File: config.mk
export PLATFORM = sky130hd
export DESIGN_NAME = sequential_divider
export DESIGN_NICKNAME = d
export VERILOG_FILES = /design/src/rtl/sequential_divider.sv
export SDC_FILE = /design/constraint.sdc
export NUM_CORES = 1
export LEC_CHECK = 0
export CORE_MARGIN = 2
export CORE_UTILIZATION = 40
export CTS_BUF_LIST = sky130_fd_sc_hd__clkbuf_4
export DETAILED_ROUTE_END_ITERATION = 8
export PLACE_DENSITY = 0.68
export SLEW_MARGIN = 20
export SYNTH_ARGS = -nofsm -noshare
export SYNTH_HDL_FRONTEND = slang
export SYNTH_SLANG_ARGS = --single-unit
File: constraint.sdc
create_clock -name div_clk_i -period 3.8 [get_ports div_clk_i]
set_input_delay 0.57 -clock div_clk_i [delete_from_list [all_inputs] [get_ports div_clk_i]]
set_output_delay 0.57 -clock div_clk_i [all_outputs]
set_load 0.1 [all_outputs]
File: src/rtl/sequential_divider.sv
`default_nettype none
// ============================================================================
// sequential_divider: restoring 10-bit / 5-bit unsigned divider, 1 bit/clock
// Revision: 1.0
// ============================================================================
module sequential_divider (
    input  logic       div_clk_i,
    input  logic       div_nreset_i,
    input  logic [9:0] dividend_i,
    input  logic [4:0] divisor_i,
    input  logic       start_i,
    output logic [9:0] quotient_o,
    output logic [4:0] remainder_o,
    output logic       is_result_o,
    output logic       fetching_input_o,
    output logic       busy_o,
    output logic       div_by_zero_o
);

    localparam logic [1:0] c_IDLE = 2'd0;
    localparam logic [1:0] c_RUN  = 2'd1;
    localparam logic [1:0] c_DONE = 2'd2;
    localparam logic [3:0] c_LAST = 4'd9;

    logic [1:0] state_q, state_d;
    logic [3:0] count_q, count_d;
    logic [5:0] rem_q, rem_d;
    logic [9:0] quo_q, quo_d;
    logic [4:0] div_q, div_d;
    logic [9:0] quotient_q, quotient_d;
    logic [4:0] remainder_q, remainder_d;
    logic       dbz_q, dbz_d;

    logic       accept;
    logic [5:0] rem_shift;
    logic [6:0] diff;
    logic       borrow;
    logic [9:0] quo_next;
    logic [5:0] rem_next;

    always_ff @(posedge div_clk_i or negedge div_nreset_i) begin
        if (!div_nreset_i) begin
            state_q     <= c_IDLE;
            count_q     <= '0;
            rem_q       <= '0;
            quo_q       <= '0;
            div_q       <= '0;
            quotient_q  <= '0;
            remainder_q <= '0;
            dbz_q       <= 1'b0;
        end else begin
            state_q     <= state_d;
            count_q     <= count_d;
            rem_q       <= rem_d;
            quo_q       <= quo_d;
            div_q       <= div_d;
            quotient_q  <= quotient_d;
            remainder_q <= remainder_d;
            dbz_q       <= dbz_d;
        end
    end

    assign accept = start_i && (state_q != c_RUN);

    always_comb begin
        state_d = state_q;
        case (state_q)
            c_IDLE, c_DONE: begin
                if (start_i) begin
                    state_d = (divisor_i == 5'd0) ? c_DONE : c_RUN;
                end else begin
                    state_d = c_IDLE;
                end
            end
            c_RUN: begin
                if (count_q == c_LAST) begin
                    state_d = c_DONE;
                end
            end
            default: state_d = c_IDLE;
        endcase
    end

    // One restoring step: shift the next dividend bit into R, trial-subtract D.
    assign rem_shift = {rem_q[4:0], quo_q[9]};
    assign diff      = {1'b0, rem_shift} - {2'b00, div_q};
    assign borrow    = diff[6];
    assign rem_next  = borrow ? rem_shift : diff[5:0];
    assign quo_next  = {quo_q[8:0], ~borrow};

    always_comb begin
        count_d     = count_q;
        rem_d       = rem_q;
        quo_d       = quo_q;
        div_d       = div_q;
        quotient_d  = quotient_q;
        remainder_d = remainder_q;
        dbz_d       = dbz_q;
        if (accept) begin
            if (divisor_i == 5'd0) begin
                quotient_d  = 10'h3FF;
                remainder_d = 5'h00;
                dbz_d       = 1'b1;
            end else begin
                quo_d   = dividend_i;
                div_d   = divisor_i;
                rem_d   = '0;
                count_d = '0;
                dbz_d   = 1'b0;
            end
        end else if (state_q == c_RUN) begin
            rem_d   = rem_next;
            quo_d   = quo_next;
            count_d = count_q + 4'd1;
            if (count_q == c_LAST) begin
                quotient_d  = quo_next;
                remainder_d = rem_next[4:0];
            end
        end
    end

    always_comb begin
        is_result_o      = (state_q == c_DONE);
        busy_o           = (state_q == c_RUN);
        fetching_input_o = (state_q != c_RUN);
    end

    assign quotient_o    = quotient_q;
    assign remainder_o   = remainder_q;
    assign div_by_zero_o = dbz_q;

endmodule
`default_nettype wire

==> metrics, run 1 <==
slew margin rel.=0.3416; Max Freq=377.9 MHz; crit-path cells=nor2b_1, clkdlybuf4s50_1; unrepaired setup endpoints after global routing=false; Core ar.=5140 um2; Crit. Startpoint=state_q[0]$_DFFE_PN0P_; CTS tree=done; Final setup violation count=0; initial antenna violation count=0; pin count of the biggest net entering global routing=43; Synthesis Warnings=0; Final GP Congestion=0.9025; Vias=1577; share of layout cells above drive strength 1=0.1727; Worst-path clk slew=0.14 ns; R2R Path End=rem_q[2]$_DFFE_PN0P_; Reg2Reg Setup Slack=1.62 ns; crit path time final=2.646 ns; top post-synthesis cells by area=dfrtp_1 (49%), mux2_2 (5.8%), mux2_4 (4.2%), ha_1 (4.1%), o22a_1 (3.3%); slowest stage delay, CP=1.15 ns; number of port buffers=36; Critical Path RT=3.23 ns; vias in the first global route=1525; CP arrival=2.08 ns; deepest clock path buffer count=2; Sink Count=42; Die Span X=77.10 um; Die Ht=77.10 um; crit end category=output pin; postcts setup bufs=0; Num CTS Buffers=5; post_cts resized=0; Buf/Inv on CP=1; DRC viols=0; skew final=0.01613 ns; Cells after Synth=184; Routed WL=4466 um; Synth area leader=dfrtp_1; HP Class=input port to asynchronous set/reset pin; Synth Cell Area=2137 um2; Setup CP Type=flip-flop to output pin; #FFs+latches synth=42; # rows=26; Global Route Usage Sum=0.1633; EDFF count, synth=0; post-synthesis net count=210; nets@finish=245; fraction of registers with async set/reset=1.000; drt wl/cell=15.40 um; I/O pins=37; top cell type's share of synthesized area=0.4918; Synth Flop Type=dfrtp_1; setup_tns=0 ns; Die ar.=5944 um2; Netlist cell types=51; CP top delay family=buffers and inverters; fin crit share=0.6964; Vias per Instance=5.438; P&R area growth vs syn=21.31%; htree depth=2; worst slew pin tran=0.9846 ns; register area share after synthesis=0.4918; Post-CTS Hold Buffers=0; DRT iter0 DRCs=123; r2r worst-path depth=7; first-pass GRT wire length=7686 um; global route overflow=0; post-route ant nets=0; Worst setup SP type=flip-flop; Hold Violations, Final=0; antenna cells=0; syn avg cell area=11.61 um2; Max-Cap Viols=0; Layout Utilization=0.5044; first-pass iteration count of the detailed router=4; status=finished clean; FF-to-FF Start=quo_q[9]$_DFFE_PN0P_; latest clock arrival within the worst-skew pair=0.37 ns; CP max-delay cell=clkdlybuf4s50_1; Post-DP HPWL=3222 um; Slew Limit Fails=0; Root Buffer=clkbuf_4; Initial Utilization=0.4158; CP max FO=3
metal layers:
layer | part of all wire | routed length [um] | GRT usage
met3 | 0.037 | 165 | 0.03176
met5 | 0 | 0 | 0
met2 | 0.47 | 2096 | 0.2526
met1 | 0.48 | 2148 | 0.2311
met4 | 0.013 | 56 | 0.05357
flip-flops by register name, summed over array words and instances (netlist names):
signal	flops
div_by_zero_o	1
rem_q	5
count_q	4
quo_q	10
div_q	5
quotient_o	10
remainder_o	5
state_q	2
kinds of logic after synthesis:
kind of cell    after synthesis  synth area share
simple gates                 50            0.1294
compound gates               44            0.1698
flops                        42            0.4918
mux                          20            0.1142
buf+inv                      19           0.04040
fa+ha+maj                     8           0.05035
xor+xnor                      1          0.004099
how the worst max path moves through the flow:
stage                                           end  slack, ns  cells past startpoint
after detailed placement  quotient_o[0]$_DFFE_PN0P_       1.37                      5
after global routing                    is_result_o       1.10                      2
after floorplan                         is_result_o       1.51                      1
after global placement    quotient_o[1]$_DFFE_PN0P_       1.40                      5
after CTS                               is_result_o       1.15                      2
final                                   is_result_o       1.15                      2
cells in the final DEF (no fill, tap or decap), types with 2 or more instances in the layout:
cell / instances
a21boi_0: 2
a21oi_1: 2
a22o_1: 3
and2_1: 2
buf_4: 3
clkbuf_4: 6
clkdlybuf4s50_1: 33
dfrtp_1: 42
ha_1: 7
inv_1: 9
mux2_2: 11
mux2_4: 6
mux2i_1: 3
nand2_1: 7
nand3_1: 13
nand4_1: 2
nor2_1: 5
nor2b_1: 2
nor3_1: 8
o2111ai_1: 3
o21a_1: 2
o21ai_0: 4
o22a_1: 8
o22ai_1: 2
o31ai_1: 5
or2_2: 4
cell usage after synthesis, types with 2 or more instances:
master     instances
dfrtp_1           42
nand3_1           13
mux2_2            11
inv_1              9
nor3_1             8
o22a_1             8
ha_1               7
nand2_1            7
mux2_4             6
nor2_1             5
o31ai_1            5
o21ai_0            4
or2_2              4
a22o_1             3
buf_2              3
mux2i_1            3
o2111ai_1          3
a21boi_0           2
a21oi_1            2
and2_1             2
buf_1              2
clkbuf_1           2
nand4_1            2
nor2b_1            2
o21a_1             2
o22ai_1            2
worst register-to-register path, delay by kind of cell, from the launching register on:
family          cells  cell delay (ns)
compound gates      2             0.69
fa+ha+maj           2             0.62
buf+inv             1             0.07
flops               1             0.38
simple gates        2             0.33
layout make-up:
| cell class | instances | area (um2) |
|---|---|---|
| fill | 508 | 2547 |
| sequential | 42 | 1051 |
| multi-input combinational | 123 | 999.7 |
| timing repair buffer | 37 | 357.8 |
| tap | 70 | 87.58 |
| clock buffer | 6 | 45.04 |
| inverter | 10 | 37.54 |
| clock inverter | 2 | 13.76 |
stage by stage:
stage / worst slack (ns) / area [um2] / hold slack [ns] / cells
after floorplan: 1.512 / 2137 / 0.2744 / 184
after global placement: 1.396 / 2534 / 0.4778 / 282
after detailed placement: 1.367 / 2534 / 0.4765 / 282
after CTS: 1.149 / 2592 / 0.3702 / 290
after global routing: 1.101 / 2592 / 0.3830 / 290
final: 1.154 / 2592 / 0.3270 / 290
Power of run 1 is left out: the tool's default activity adds up to more than one toggle a clock period on the data nets, which glitch-free logic cannot reach.
==> inputs of run 2 (changes only) <==
Clock period 3.8 ns to 2.6 ns, I/O delays scaled along.
==> run 2 against run 1 <==
Clock skew decreased by 0.0072 ns. Die area unchanged. Critical path depth increased by 1. Worst setup slack got worse by 0.80 ns. Global-route usage increased by 0.34 points. Register-to-register slack got worse by 1.2 ns. Core utilization increased by 0.32 points. Count of clock-buffer cells in the layout decreased by 1. Sequential share of layout area decreased by 0.25 points. Hold slack got worse by 0.19 ns. Non-clock buffer count increased by 2. Final cell count increased by 0.69%. Largest cell class unchanged.
==> metrics, run 2 (synthesis results as in run 1) <==
commonest non-fill, non-tap cell in the layout=dfrtp_1; Num CTS Buffers=5; Setup CP Type=flip-flop to output pin; pin count of the biggest net entering global routing=43; drt wl/cell=15.62 um; fill cell count=510; fin crit share=0.8638; Core ar.=5140 um2; htree depth=2; Post-CTS Hold Buffers=0; setup_tns=0 ns; P&R area growth vs syn=22.07%; global route overflow=0; deepest clock path buffer count=2; CP max FO=13; postcts setup bufs=0; crit path time final=2.246 ns; post_cts resized=0; nets@finish=247; # rows=26; worst slew pin tran=0.9163 ns; first-pass iteration count of the detailed router=4; Worst setup SP type=flip-flop; Max-Cap Viols=0; Hold Violations, Final=0; first-pass GRT wire length=7776 um; Storage cell area=1051 um2; cell count after placement=284; crit end category=output pin; Root Buffer=clkbuf_4; Die ar.=5944 um2; share of layout cells above drive strength 1=0.2568; Post-DP HPWL=3263 um; Initial Utilization=0.4158; post-route insts no fill=292; Final setup violation count=0; number of port buffers=36; DRC viols=0; Sink Count=42; Die Span X=77.10 um; Vias per Instance=5.408; latest clock arrival within the worst-skew pair=0.37 ns; CTS tree=done; status=finished clean; area of the multi-input gates=999.7 um2; Vias=1579; Worst-path clk slew=0.13 ns; post-route ant nets=0; Global Route Usage Sum=0.1668; unrepaired setup endpoints after global routing=false; HP Class=input port to asynchronous set/reset pin; DRT iter0 DRCs=106; Final GP Congestion=0.8580; slew margin rel.=0.3892; initial antenna violation count=0; I/O pins=37; Die Ht=77.10 um; commonest cells after routing, fill and taps aside=dfrtp_1 (42), buf_4 (20), clkdlybuf4s50_1 (16); Max Freq=445.3 MHz; Routed WL=4562 um; vias in the first global route=1614; antenna cells=0; Critical Path RT=2.21 ns; Slew Limit Fails=0; CP arrival=1.86 ns; skew final=0.008969 ns
==> run 2: final cells by class <==
type / instances / share of cell area
Clock inverter: 3 / 0.01535
Inverter: 10 / 0.01439
Multi-Input combinational cell: 123 / 0.3832
Clock buffer: 5 / 0.01439
Timing Repair Buffer: 39 / 0.1362
Tap cell: 70 / 0.03357
Sequential cell: 42 / 0.4029
==> run 2: routing by layer <==
metal / track usage / wire length, um / up-vias
met5: 0 / 0 / -
met4: 0.07500 / 78 / 0
met1: 0.2269 / 2143 / 774
li1: - / - / 762
met3: 0.03294 / 197 / 7
met2: 0.2579 / 2143 / 36
==> run 2: critical path, cell delays in order, from the launching register on <==
cell and delay, ns:
dfrtp_1 0.37, nand2b_1 0.43, clkinv_1 0.41, buf_12 0.28
==> run 2: worst paths after layout <==
check | start | end | slack (ns) | cells past startpoint
max | state_q[1]$_DFFE_PN0P_ | busy_o | 0.35 | 3
min | div_nreset_i | quotient_o[7]$_DFFE_PN0P_ | 0.14 | 1
max reg2reg | quo_q[9]$_DFFE_PN0P_ | rem_q[0]$_DFFE_PN0P_ | 0.44 | 7
min reg2reg | div_by_zero_o$_DFFE_PN0N_ | div_by_zero_o$_DFFE_PN0N_ | 0.50 | 2
max in group asynchronous | div_nreset_i | remainder_o[3]$_DFFE_PN0P_ | 1.89 | 1
min in group div_clk_i | div_by_zero_o$_DFFE_PN0N_ | div_by_zero_o$_DFFE_PN0N_ | 0.50 | 2
==> run 2: metrics by stage <==
step	instance area [um2]	worst slack, ns	util	hold slack (ns)
2_1_floorplan	2137	0.3612	-	0.09441
3_3_place_gp	2531	0.4209	0.4925	0.4843
3_5_place_dp	2531	0.3766	0.4925	0.4807
4_1_cts	2609	0.3346	0.5075	0.1879
5_1_grt	2609	0.2102	0.5075	0.2081
6_report	2609	0.3542	0.5075	0.1361
Power of run 2 is left out for the same reason.
==> inputs of run 3 (changes only) <==
Settings changed: GPL_ROUTABILITY_DRIVEN from default to 1.
==> results of run 3 <==
The final DEF is identical to that of run 2; final timing and power are the same.
Power of run 3 is left out for the same reason.
